==> src/rtl/fifo_uart_tx_cfg.sv <==
// Buffered UART transmitter: circular FIFO with level flags feeding a run-time configurable serializer.
// Optional parity bit is enabled by defining FIFO_UART_TX_CFG_PARITY_EN.
module fifo_uart_tx_cfg #(
    parameter int WIDTH     = 8,
    parameter int DEPTH     = 128,
    parameter int DIV_W     = 16,
    parameter int MSB_FIRST = 0
) (
    input  logic                       clk,
    input  logic                       i_reset,
    input  logic                       i_tx_enable,
    input  logic                       i_w_en,
    input  logic [WIDTH-1:0]           i_w_data,
    input  logic [DIV_W-1:0]           i_divisor,
    input  logic                       i_stop2,
`ifdef FIFO_UART_TX_CFG_PARITY_EN
    input  logic                       i_par_en,
    input  logic                       i_par_odd,
`endif
    input  logic [$clog2(DEPTH):0]     i_afull_lvl,
    input  logic [$clog2(DEPTH):0]     i_aempty_lvl,
    output logic                       o_tx,
    output logic                       o_busy,
    output logic [$clog2(DEPTH):0]     o_count,
    output logic                       o_full,
    output logic                       o_afull,
    output logic                       o_empty,
    output logic                       o_aempty,
    output logic                       o_overflow
);

    localparam int AW = $clog2(DEPTH);
    localparam int CW = AW + 1;
    localparam int BW = $clog2(WIDTH + 1);

    localparam logic [2:0] S_IDLE   = 3'd0;
    localparam logic [2:0] S_LOAD   = 3'd1;
    localparam logic [2:0] S_START  = 3'd2;
    localparam logic [2:0] S_DATA   = 3'd3;
    localparam logic [2:0] S_STOP   = 3'd4;
`ifdef FIFO_UART_TX_CFG_PARITY_EN
    localparam logic [2:0] S_PARITY = 3'd5;
`endif

    logic [WIDTH-1:0] r_mem [DEPTH];
    logic [AW-1:0]    r_wr_ptr;
    logic [AW-1:0]    r_rd_ptr;
    logic [CW-1:0]    r_count;
    logic             r_overflow;
    logic [WIDTH-1:0] r_pop_data;

    logic [2:0]       r_state;
    logic [WIDTH-1:0] r_shift;
    logic [DIV_W-1:0] r_div;
    logic [DIV_W-1:0] r_baud;
    logic [BW-1:0]    r_bit;
    logic             r_stop2;
    logic             r_stop_hi;
    logic             r_tx;
`ifdef FIFO_UART_TX_CFG_PARITY_EN
    logic             r_par_en;
    logic             r_par_bit;
`endif

    logic             w_full;
    logic             w_empty;
    logic             w_can_pop;
    logic             w_last_stop;
    logic             w_pop;
    logic             w_wr;
    logic             w_baud_end;
    logic [DIV_W-1:0] w_div_eff;
    logic             w_data_bit;
    logic [WIDTH-1:0] w_shift_next;
    logic             w_line;

    assign w_full      = (r_count == CW'(DEPTH));
    assign w_empty     = (r_count == '0);
    assign w_can_pop   = i_tx_enable && !w_empty;
    assign w_last_stop = !r_stop2 || r_stop_hi;
    assign w_baud_end  = (r_baud == '0);
    assign w_div_eff   = (i_divisor < DIV_W'(2)) ? DIV_W'(2) : i_divisor;

    // Back-to-back frames pop one clock before the stop bit ends so LOAD fills that clock.
    assign w_pop = w_can_pop && ((r_state == S_IDLE) ||
                   ((r_state == S_STOP) && w_last_stop && (r_baud == DIV_W'(1))));
    assign w_wr  = i_w_en && (!w_full || w_pop);

    assign w_data_bit   = (MSB_FIRST != 0) ? r_shift[WIDTH-1] : r_shift[0];
    assign w_shift_next = (MSB_FIRST != 0) ? {r_shift[WIDTH-2:0], 1'b0}
                                           : {1'b0, r_shift[WIDTH-1:1]};

    always_comb begin
        w_line = 1'b1;
        case (r_state)
            S_START:  w_line = 1'b0;
            S_DATA:   w_line = w_data_bit;
`ifdef FIFO_UART_TX_CFG_PARITY_EN
            S_PARITY: w_line = r_par_bit;
`endif
            default:  w_line = 1'b1;
        endcase
    end

    always_ff @(posedge clk) begin
        if (w_wr)
            r_mem[r_wr_ptr] <= i_w_data;
    end

    always_ff @(posedge clk) begin
        if (i_reset) begin
            r_wr_ptr   <= '0;
            r_rd_ptr   <= '0;
            r_count    <= '0;
            r_overflow <= 1'b0;
            r_pop_data <= '0;
        end else begin
            if (w_wr)
                r_wr_ptr <= r_wr_ptr + AW'(1);
            if (w_pop) begin
                r_rd_ptr   <= r_rd_ptr + AW'(1);
                r_pop_data <= r_mem[r_rd_ptr];
            end
            if (w_wr && !w_pop)
                r_count <= r_count + CW'(1);
            else if (w_pop && !w_wr)
                r_count <= r_count - CW'(1);
            if (i_w_en && w_full && !w_pop)
                r_overflow <= 1'b1;
        end
    end

    always_ff @(posedge clk) begin
        if (i_reset) begin
            r_state   <= S_IDLE;
            r_shift   <= '0;
            r_div     <= DIV_W'(2);
            r_baud    <= '0;
            r_bit     <= '0;
            r_stop2   <= 1'b0;
            r_stop_hi <= 1'b0;
            r_tx      <= 1'b1;
`ifdef FIFO_UART_TX_CFG_PARITY_EN
            r_par_en  <= 1'b0;
            r_par_bit <= 1'b0;
`endif
        end else begin
            r_tx <= w_line;
            case (r_state)
                S_IDLE: begin
                    if (w_can_pop)
                        r_state <= S_LOAD;
                end
                S_LOAD: begin
                    r_shift   <= r_pop_data;
                    r_div     <= w_div_eff;
                    r_baud    <= w_div_eff - DIV_W'(1);
                    r_stop2   <= i_stop2;
                    r_stop_hi <= 1'b0;
                    r_bit     <= '0;
`ifdef FIFO_UART_TX_CFG_PARITY_EN
                    r_par_en  <= i_par_en;
                    r_par_bit <= (^r_pop_data) ^ i_par_odd;
`endif
                    r_state   <= S_START;
                end
                S_START: begin
                    if (w_baud_end) begin
                        r_baud  <= r_div - DIV_W'(1);
                        r_state <= S_DATA;
                    end else begin
                        r_baud <= r_baud - DIV_W'(1);
                    end
                end
                S_DATA: begin
                    if (w_baud_end) begin
                        r_baud  <= r_div - DIV_W'(1);
                        r_shift <= w_shift_next;
                        if (r_bit == BW'(WIDTH - 1)) begin
                            r_bit <= '0;
`ifdef FIFO_UART_TX_CFG_PARITY_EN
                            r_state <= r_par_en ? S_PARITY : S_STOP;
`else
                            r_state <= S_STOP;
`endif
                        end else begin
                            r_bit <= r_bit + BW'(1);
                        end
                    end else begin
                        r_baud <= r_baud - DIV_W'(1);
                    end
                end
`ifdef FIFO_UART_TX_CFG_PARITY_EN
                S_PARITY: begin
                    if (w_baud_end) begin
                        r_baud  <= r_div - DIV_W'(1);
                        r_state <= S_STOP;
                    end else begin
                        r_baud <= r_baud - DIV_W'(1);
                    end
                end
`endif
                S_STOP: begin
                    if (w_pop) begin
                        r_state <= S_LOAD;
                    end else if (w_baud_end) begin
                        if (!w_last_stop) begin
                            r_stop_hi <= 1'b1;
                            r_baud    <= r_div - DIV_W'(1);
                        end else begin
                            r_state <= S_IDLE;
                        end
                    end else begin
                        r_baud <= r_baud - DIV_W'(1);
                    end
                end
                default: r_state <= S_IDLE;
            endcase
        end
    end

    assign o_tx       = r_tx;
    assign o_busy     = (r_state != S_IDLE);
    assign o_count    = r_count;
    assign o_full     = w_full;
    assign o_empty    = w_empty;
    assign o_afull    = (r_count >= i_afull_lvl);
    assign o_aempty   = (r_count <= i_aempty_lvl);
    assign o_overflow = r_overflow;

endmodule

==> config.mk <==
export PLATFORM = sky130hd
export DESIGN_NAME = fifo_uart_tx_cfg
export DESIGN_NICKNAME = d
export VERILOG_FILES = /design/src/rtl/fifo_uart_tx_cfg.sv
export SDC_FILE = /design/constraint.sdc
export NUM_CORES = 1
export LEC_CHECK = 0
export CAP_MARGIN = 10
export CELL_PAD_IN_SITES_DETAIL_PLACEMENT = 0
export CELL_PAD_IN_SITES_GLOBAL_PLACEMENT = 1
export CORE_MARGIN = 10
export CORE_UTILIZATION = 45
export CTS_CLUSTER_SIZE = 30
export DETAILED_ROUTE_END_ITERATION = 8
export PLACE_DENSITY_LB_ADDON = 0.3
export SLEW_MARGIN = 20
export SYNTH_ARGS = -nofsm -noshare
export SYNTH_HDL_FRONTEND = slang
export SYNTH_SLANG_ARGS = --single-unit
==> constraint.sdc <==
create_clock -name clk -period 3.8 [get_ports clk]
set_clock_uncertainty 0.2 [all_clocks]
set_input_delay 0.57 -clock clk [delete_from_list [all_inputs] [get_ports clk]]
set_output_delay 0.57 -clock clk [all_outputs]
set_load 0.03 [all_outputs]
==> impl_metrics.xml, run 1 <==
<?xml version="1.0" encoding="UTF-8"?>
<metrics>
  <group name="synth">
    <metric name="netlist_top_cells_count" unit="">1024 x edfxtp_1, 207 x nor2_1, 183 x mux4_2</metric>
    <metric name="async_flop_share" unit="">0</metric>
    <metric name="synthesis.instances" unit="">2608</metric>
    <metric name="synth_xor_xnor_area_share" unit="">0.0104</metric>
    <metric name="postSynthNetCount" unit="">2686</metric>
    <metric name="synth_fa_ha_area_frac" unit="">0.00940</metric>
    <metric name="fraction_of_the_mapped_netlist_area_in_compound_gates" unit="">0.0487</metric>
    <metric name="postSynthRegisterBits" unit="">1105</metric>
    <metric name="per_instance_average_area_after_synthesis" unit="sq um">17.1</metric>
    <metric name="synth_top_area_frac" unit="">0.688</metric>
    <metric name="ys.flop_type" unit="">edfxtp_1</metric>
    <metric name="synth-simple-area-share" unit="">0.0544</metric>
    <metric name="synth_top_cell_by_area" unit="">edfxtp_1</metric>
    <metric name="ys.warnings.count" unit="">0</metric>
    <metric name="synth_enable_flop_cells" unit="">1024</metric>
    <metric name="synthMostInstantiatedCell" unit="">edfxtp_1</metric>
    <metric name="muxShareOfSynthArea" unit="">0.137</metric>
    <metric name="combinational_family_with_the_most_area_after_synthesis" unit="">multiplexers</metric>
    <metric name="synth.yosys.seq_area_share" unit="">0.724</metric>
    <metric name="number_of_distinct_library_cells_after_synthesis" unit="">66</metric>
    <metric name="netlist_top_cells_area" unit="">edfxtp_1 69%, mux4_2 9.2%, mux2i_1 4.0%</metric>
    <metric name="syn-cell-area" unit="sq mm">0.0447</metric>
  </group>
  <group name="finish">
    <metric name="insertedDiodeCount" unit="">0</metric>
    <metric name="multi_input_area" unit="sq mm">0.0117</metric>
    <metric name="postLayoutCoreUtil" unit="">0.533</metric>
    <metric name="filler_cell_count" unit="">7713</metric>
    <metric name="layout-drive-gt1-share" unit="">0.236</metric>
    <metric name="areaGrowthSynthToFinish" unit="%">17.5</metric>
    <metric name="seqCellArea" unit="sq mm">0.0324</metric>
    <metric name="nets" unit="">3005</metric>
  </group>
  <group name="die">
    <metric name="floorplan.die.height" unit="um">335</metric>
    <metric name="die_area" unit="sq mm">0.112</metric>
    <metric name="ioPinCount" unit="">60</metric>
    <metric name="die-width" unit="um">335</metric>
    <metric name="start_util" unit="">0.454</metric>
    <metric name="fp.coreArea" unit="sq mm">0.0986</metric>
    <metric name="placement_rows" unit="">115</metric>
  </group>
  <group name="detailed_routing">
    <metric name="antenna_left" unit="">0</metric>
    <metric name="dr_total_vias" unit="">24700</metric>
    <metric name="total_drc_errors_in_the_routed_layout" unit="">0</metric>
    <metric name="drt-total-wl" unit="mm">109</metric>
    <metric name="routed_wire_length_per_instance" unit="um">25.3</metric>
    <metric name="viasPerCell" unit="">5.73</metric>
    <metric name="firstDrtPassIters" unit="">5</metric>
    <metric name="dr.first_iter.drc_count" unit="">2594</metric>
  </group>
  <group name="critical_path">
    <metric name="cp_data_arrival_time" unit="ns">2.81</metric>
    <metric name="cp_cell_sequence" unit="">buf_4 -&gt; inv_1 -&gt; ha_1 -&gt; nand2b_1 -&gt; a21o_1 -&gt; a21o_1 -&gt; a21oi_1 -&gt; nor2b_1 -&gt; o21ai_0 -&gt; a21oi_1 -&gt; dlygate4sd2_1</metric>
    <metric name="reg2regPathDepth" unit="">19</metric>
    <metric name="cpPeakStageDelay" unit="ns">0.36</metric>
    <metric name="worstSetupEndpointType" unit="">output port</metric>
    <metric name="path_depth" unit="">11</metric>
    <metric name="timing.critical_path.buf_inv" unit="">3</metric>
    <metric name="worst_path_max_delay_cell" unit="">dlygate4sd2_1</metric>
    <metric name="cp_top_family" unit="">compound AO/OA/AOI/OAI gates</metric>
    <metric name="path_class" unit="">flip-flop to output port</metric>
    <metric name="path_max_fanout" unit="">6</metric>
    <metric name="r2r_slack" unit="ns">0.26</metric>
    <metric name="r2r-end" unit="">o_count[6]$_SDFFE_PP0P_</metric>
    <metric name="worstPathRequired" unit="ns">3.03</metric>
    <metric name="r2r-start" unit="">r_baud[3]$_SDFFE_PP0P_</metric>
    <metric name="cp-start-kind" unit="">flip-flop</metric>
  </group>
  <group name="worst_hold_path">
    <metric name="worstHoldEndpoint" unit="">r_mem[30][0]$_DFFE_PP_</metric>
    <metric name="holdCritStartpoint" unit="">i_w_data[0]</metric>
    <metric name="holdPathStages" unit="">1</metric>
    <metric name="timing.hold.worst.class" unit="">primary input to flip-flop</metric>
  </group>
  <group name="clocking">
    <metric name="clk_path_buf_depth" unit="">3</metric>
    <metric name="clock_latency" unit="ns">0.70</metric>
    <metric name="cts_num_sinks" unit="">1105</metric>
    <metric name="cts.htree.levels" unit="">3</metric>
    <metric name="tritoncts" unit="">yes</metric>
    <metric name="clk_pin_slew" unit="ns">0.06</metric>
    <metric name="cts_post_setup_buffers_inserted" unit="">0</metric>
    <metric name="numCtsBuffers" unit="">113</metric>
    <metric name="clock-root-buffer" unit="">clkbuf_16</metric>
  </group>
  <group name="global_routing">
    <metric name="grt-ovfl-total" unit="">0</metric>
    <metric name="grt_antenna_before_repair" unit="">2</metric>
    <metric name="grt_max_degree" unit="">105</metric>
    <metric name="gr-usage-all-layers" unit="">0.193</metric>
    <metric name="first_global_vias" unit="">25400</metric>
    <metric name="grt_pass1_wl" unit="mm">163</metric>
  </group>
  <group name="placement">
    <metric name="placement.io_buffers" unit="">59</metric>
    <metric name="finalWeightedCongestion" unit="">0.845</metric>
    <metric name="dp_worst_setup_slack" unit="ns">-0.450</metric>
    <metric name="dp_hpwl" unit="mm">69.5</metric>
  </group>
  <group name="power">
    <metric name="total_power" unit="mW">31.9</metric>
    <metric name="power_density" unit="mW/mm^2">607</metric>
    <metric name="vdd.ir_drop.worst" unit="uV">414</metric>
    <metric name="leakage" unit="nW">17.0</metric>
  </group>
  <group name="timing">
    <metric name="max_freq" unit="MHz">279</metric>
    <metric name="timing.slew.headroom" unit="">0.421</metric>
    <metric name="setup-tns-final" unit="ns">0</metric>
    <metric name="timing_hold_violations_final" unit="">0</metric>
    <metric name="slew_violations" unit="">0</metric>
    <metric name="final_period_minus_worst_setup_slack" unit="ns">3.58</metric>
    <metric name="rsz0062_at_grt" unit="">no</metric>
    <metric name="min_period_over_period" unit="">0.942</metric>
    <metric name="finalWorstSetupSlack" unit="ns">0.220</metric>
    <metric name="tightestPinTransition" unit="ns">0.869</metric>
    <metric name="setup_violations" unit="">0</metric>
  </group>
  <group name="status">
    <metric name="status" unit="">finished, final reports clean</metric>
  </group>
  <group name="flow_run">
    <metric name="max_cap_violations" unit="">0</metric>
  </group>
</metrics>
cell families (layout without fill, tap and decap cells):
kind of cell,after synthesis,count (layout)
AOI/OAI and AO/OA,331,331
xor gates and xnor gates,53,53
adders and majority gates,33,33
buffers and inverters,175,589
DFF,1105,1105
muxes,380,380
and+or+nand+nor,531,531
layout make-up:
type | instances | share of cell area
Sequential cell | 1105 | 0.616
Timing Repair Buffer | 349 | 0.0586
Clock inverter | 74 | 0.0131
Clock buffer | 136 | 0.0571
Tap cell | 1287 | 0.0306
Multi-Input combinational cell | 1328 | 0.222
Inverter | 30 | 0.00219
worst max path at each step:
stage	end	from
CTS	o_count[7]$_SDFFE_PP0P_	o_count[7]$_SDFFE_PP0P_
global route	o_afull	o_count[0]$_SDFFE_PP0P_
floorplan	o_count[7]$_SDFFE_PP0P_	o_count[0]$_SDFFE_PP0P_
detailed placement	r_baud[10]$_SDFFE_PP0P_	i_divisor[14]
global placement	r_baud[10]$_SDFFE_PP0P_	i_divisor[14]
finish	o_afull	o_count[0]$_SDFFE_PP0P_
what timing repair did:
item / 4_1_cts / 5_1_grt
endpoints found under the setup margin: 2 / 5
gates resized for setup: 2 / 6
endpoints found under the hold margin: 1 / 0
hold buffers: 1 / 0
metal layers:
layer | wire [um] | track usage
met4 | 2800 | 0.0593
met3 | 6840 | 0.0332
met5 | 13 | 0
met1 | 46100 | 0.259
met2 | 53200 | 0.318
sequential cells by signal, summed over array words and instances (netlist names), 3 cells and up:
name / count
r_div: 16
r_baud: 16
r_pop_data: 8
r_state: 3
r_mem: 1024
r_bit: 4
r_shift: 8
r_wr_ptr: 7
r_rd_ptr: 7
o_count: 8
where the power goes:
| group | internal, mW | total, mW | switching [mW] |
|---|---|---|---|
| combinational | 3.21 | 7.00 | 3.79 |
| sequential | 13.6 | 13.9 | 0.361 |
| clock | 6.42 | 11.0 | 4.56 |
metrics by stage:
stage / hold slack, ns / area (sq um) / std cells
6_report: 0.109 / 52600 / 4309
3_3_place_gp: 0.238 / 48800 / 4098
5_1_grt: 0.0951 / 52600 / 4309
4_1_cts: 0.0666 / 52500 / 4309
2_1_floorplan: 0.227 / 44700 / 2608
3_5_place_dp: 0.240 / 48800 / 4098
layout by cell type, fill, tap and decap left out, types with 18 or more instances in the layout:
cell type        netlist  routed
clkbuf_16              0     117
buf_12                 0      27
inv_1                 28      28
a31oi_1               37      37
xor2_1                30      30
ha_1                  32      32
xnor2_1               23      23
mux2_2                18      18
a22oi_1               68      68
nand2_1              161     161
o21ai_0               58      58
nand4_1               21      21
clkdlybuf4s50_1        0      48
mux2i_1              179     179
nor3_1                19      19
dfxtp_1               81      69
clkbuf_1              87      19
clkinv_1               0      23
a21oi_1               72      72
nor2_1               207     206
mux4_2               183     183
buf_4                  6     270
clkinv_2               0      24
nand3_1               35      35
edfxtp_1            1024    1024
Note: power is estimated with default switching activity, not from simulation.
==> run 2: changes to the inputs <==
- SLEW_MARGIN: 20 -> default
==> impl_metrics.xml, run 2 (same netlist as run 1, synthesis figures left out) <==
<?xml version="1.0" encoding="UTF-8"?>
<metrics>
  <group name="timing">
    <metric name="timing.slew.headroom" unit="">0.403</metric>
    <metric name="timing_hold_violations_final" unit="">0</metric>
    <metric name="setup_violations" unit="">0</metric>
    <metric name="timing.hold.ws" unit="ns">0.0956</metric>
    <metric name="tightestPinTransition" unit="ns">0.896</metric>
    <metric name="min_period_over_period" unit="">0.930</metric>
    <metric name="slew_violations" unit="">0</metric>
    <metric name="max_freq" unit="MHz">283</metric>
    <metric name="final_period_minus_worst_setup_slack" unit="ns">3.54</metric>
    <metric name="rsz0062_at_grt" unit="">no</metric>
    <metric name="setup-tns-final" unit="ns">0</metric>
  </group>
  <group name="clocking">
    <metric name="clock_latency" unit="ns">0.71</metric>
    <metric name="cts.htree.levels" unit="">3</metric>
    <metric name="cts_post_setup_buffers_inserted" unit="">0</metric>
    <metric name="numCtsBuffers" unit="">115</metric>
    <metric name="clk_path_buf_depth" unit="">3</metric>
    <metric name="cts_num_sinks" unit="">1105</metric>
    <metric name="tritoncts" unit="">yes</metric>
    <metric name="clk_pin_slew" unit="ns">0.06</metric>
    <metric name="clock-root-buffer" unit="">clkbuf_16</metric>
  </group>
  <group name="detailed_routing">
    <metric name="routed_wire_length_per_instance" unit="um">25.2</metric>
    <metric name="antenna_left" unit="">0</metric>
    <metric name="total_drc_errors_in_the_routed_layout" unit="">0</metric>
    <metric name="dr_total_vias" unit="">24800</metric>
    <metric name="dr.first_iter.drc_count" unit="">2323</metric>
    <metric name="firstDrtPassIters" unit="">7</metric>
    <metric name="drt-total-wl" unit="mm">109</metric>
    <metric name="viasPerCell" unit="">5.74</metric>
  </group>
  <group name="finish">
    <metric name="multi_input_area" unit="sq mm">0.0117</metric>
    <metric name="most-common-layout-cells" unit="">1024 x edfxtp_1, 270 x buf_4, 206 x nor2_1</metric>
    <metric name="filler_cell_count" unit="">7746</metric>
    <metric name="areaGrowthSynthToFinish" unit="%">18.2</metric>
    <metric name="seqCellArea" unit="sq mm">0.0324</metric>
    <metric name="largest_register_ff_count" unit="">1024</metric>
    <metric name="top_register" unit="">r_mem</metric>
    <metric name="mostFrequentLayoutCell" unit="">edfxtp_1</metric>
    <metric name="stdcell_count" unit="">4316</metric>
    <metric name="registers_with_the_highest_flip_flop_counts" unit="">r_mem: 1024 flops, r_baud: 16 flops, r_div: 16 flops</metric>
    <metric name="postLayoutCoreUtil" unit="">0.536</metric>
    <metric name="layout-drive-gt1-share" unit="">0.240</metric>
    <metric name="nets" unit="">3008</metric>
  </group>
  <group name="die">
    <metric name="floorplan.die.height" unit="um">335</metric>
    <metric name="ioPinCount" unit="">60</metric>
    <metric name="placement_rows" unit="">115</metric>
    <metric name="die_area" unit="sq mm">0.112</metric>
    <metric name="start_util" unit="">0.454</metric>
    <metric name="die-width" unit="um">335</metric>
    <metric name="fp.coreArea" unit="sq mm">0.0986</metric>
  </group>
  <group name="power">
    <metric name="leakage" unit="nW">17.1</metric>
    <metric name="power_density" unit="mW/mm^2">616</metric>
    <metric name="internal-power" unit="mW">23.7</metric>
    <metric name="vdd.ir_drop.worst" unit="uV">397</metric>
    <metric name="p_clk_frac" unit="">0.358</metric>
    <metric name="swShare" unit="">0.271</metric>
    <metric name="total_power" unit="mW">32.6</metric>
    <metric name="p_comb_frac" unit="">0.214</metric>
    <metric name="total_switching_power" unit="mW">8.83</metric>
    <metric name="sequential_power_share" unit="">0.427</metric>
  </group>
  <group name="flow_run">
    <metric name="max_cap_violations" unit="">0</metric>
  </group>
  <group name="status">
    <metric name="status" unit="">finished, final reports clean</metric>
  </group>
  <group name="critical_path">
    <metric name="path_max_fanout" unit="">8</metric>
    <metric name="cpPeakStageDelay" unit="ns">0.44</metric>
    <metric name="worstPathRequired" unit="ns">4.14</metric>
    <metric name="cp_cell_sequence" unit="">nor4_2 -&gt; a2111oi_1 -&gt; nand4_2 -&gt; nand2_4 -&gt; inv_4 -&gt; a21o_1 -&gt; inv_2 -&gt; ha_1 -&gt; inv_1 -&gt; buf_4 -&gt; ha_1 -&gt; a21oi_1 -&gt; nand2_1 -&gt; a21o_1 -&gt; a21oi_1 -&gt; xor2_1 -&gt; o21ai_0 -&gt; nor2b_1</metric>
    <metric name="worstSetupEndpointType" unit="">flip-flop</metric>
    <metric name="path_class" unit="">flip-flop to flip-flop</metric>
    <metric name="timing.critical_path.buf_inv" unit="">4</metric>
    <metric name="worst_path_max_delay_cell" unit="">a2111oi_1</metric>
    <metric name="cp-start-kind" unit="">flip-flop</metric>
    <metric name="cp_data_arrival_time" unit="ns">3.88</metric>
    <metric name="cp_top_family" unit="">compound AO/OA/AOI/OAI gates</metric>
  </group>
  <group name="global_routing">
    <metric name="grt-ovfl-total" unit="">0</metric>
    <metric name="grt_pass1_wl" unit="mm">164</metric>
    <metric name="grt_max_degree" unit="">105</metric>
    <metric name="first_global_vias" unit="">25400</metric>
    <metric name="grt_antenna_before_repair" unit="">0</metric>
    <metric name="gr-usage-all-layers" unit="">0.193</metric>
  </group>
  <group name="placement">
    <metric name="finalWeightedCongestion" unit="">0.845</metric>
    <metric name="dp.cells" unit="">4098</metric>
    <metric name="placement.io_buffers" unit="">59</metric>
    <metric name="dp_hpwl" unit="mm">69.6</metric>
  </group>
  <group name="worst_hold_path">
    <metric name="timing.hold.worst.class" unit="">primary input to flip-flop</metric>
  </group>
</metrics>
-- run 2: area by class of cell --
cell class                      count  area share
Timing Repair Buffer              350      0.0586
Sequential cell                  1105       0.613
Clock buffer                      135      0.0574
Clock inverter                     80      0.0180
Tap cell                         1287      0.0305
Multi-Input combinational cell   1328       0.220
Inverter                           30     0.00218
Antenna cell                        1   0.0000473
-- run 2: final timing paths --
kind                      startpoint                 endpoint  slack, ns  cells past startpoint
min reg2reg   r_stop_hi$_SDFFE_PP0P_   r_stop_hi$_SDFFE_PP0P_       0.25                      2
max          o_count[2]$_SDFFE_PP0P_  o_count[6]$_SDFFE_PP0P_       0.26                     18
min                      i_w_data[0]   r_mem[26][0]$_DFFE_PP_        0.1                      1
max reg2reg  o_count[2]$_SDFFE_PP0P_  o_count[6]$_SDFFE_PP0P_       0.26                     18
-- run 2: repair_timing --
action / 4_1_cts / 5_1_grt
cloned: 0 / 0
gates resized for setup: 1 / 5
endpoints found under the hold margin: 1 / 0
endpoints found under the setup margin: 1 / 5
hold buffers: 1 / 0
-- run 2: stage by stage --
| step | cell area, sq um | setup slack [ns] |
|---|---|---|
| 2_1_floorplan | 44700 | 0.0000937 |
| 3_3_place_gp | 48800 | -0.433 |
| 3_5_place_dp | 48800 | -0.461 |
| 4_1_cts | 52800 | 0.00585 |
| 5_1_grt | 52900 | 0.0115 |
| 6_report | 52900 | 0.265 |
-- run 2: power groups by stage --
| stage | Combinational (mW) | Clock [mW] | Sequential (mW) |
|---|---|---|---|
| after floorplan | 4.77 | 0 | 14.1 |
| after global placement | 6.90 | 0 | 14.1 |
| after detailed placement | 7.01 | 0 | 14.2 |
| after CTS | 7.02 | 11.9 | 13.9 |
| after global routing | 7.57 | 12.4 | 14.0 |
| final | 6.98 | 11.7 | 13.9 |
-- run 2: worst reg2reg max path, stage by stage (launching register included) --
cell and delay [ns]:
dfxtp_2 0.42, nor4_2 0.08, a2111oi_1 0.44, nand4_2 0.17, nand2_4 0.13, inv_4 0.03, a21o_1 0.17, inv_2 0.06
ha_1 0.16, inv_1 0.06, buf_4 0.17, ha_1 0.31, a21oi_1 0.18, nand2_1 0.11, a21o_1 0.19, a21oi_1 0.17
xor2_1 0.15, o21ai_0 0.07, nor2b_1 0.12
-- run 2: routing by layer --
layer | GRT usage | wire, um | vias to the layer above
met4 | 0.0536 | 2920 | 0
met2 | 0.319 | 53100 | 766
li1 | - | - | 11000
met3 | 0.0304 | 6030 | 178
met5 | 0 | 0 | -
met1 | 0.264 | 46900 | 12800
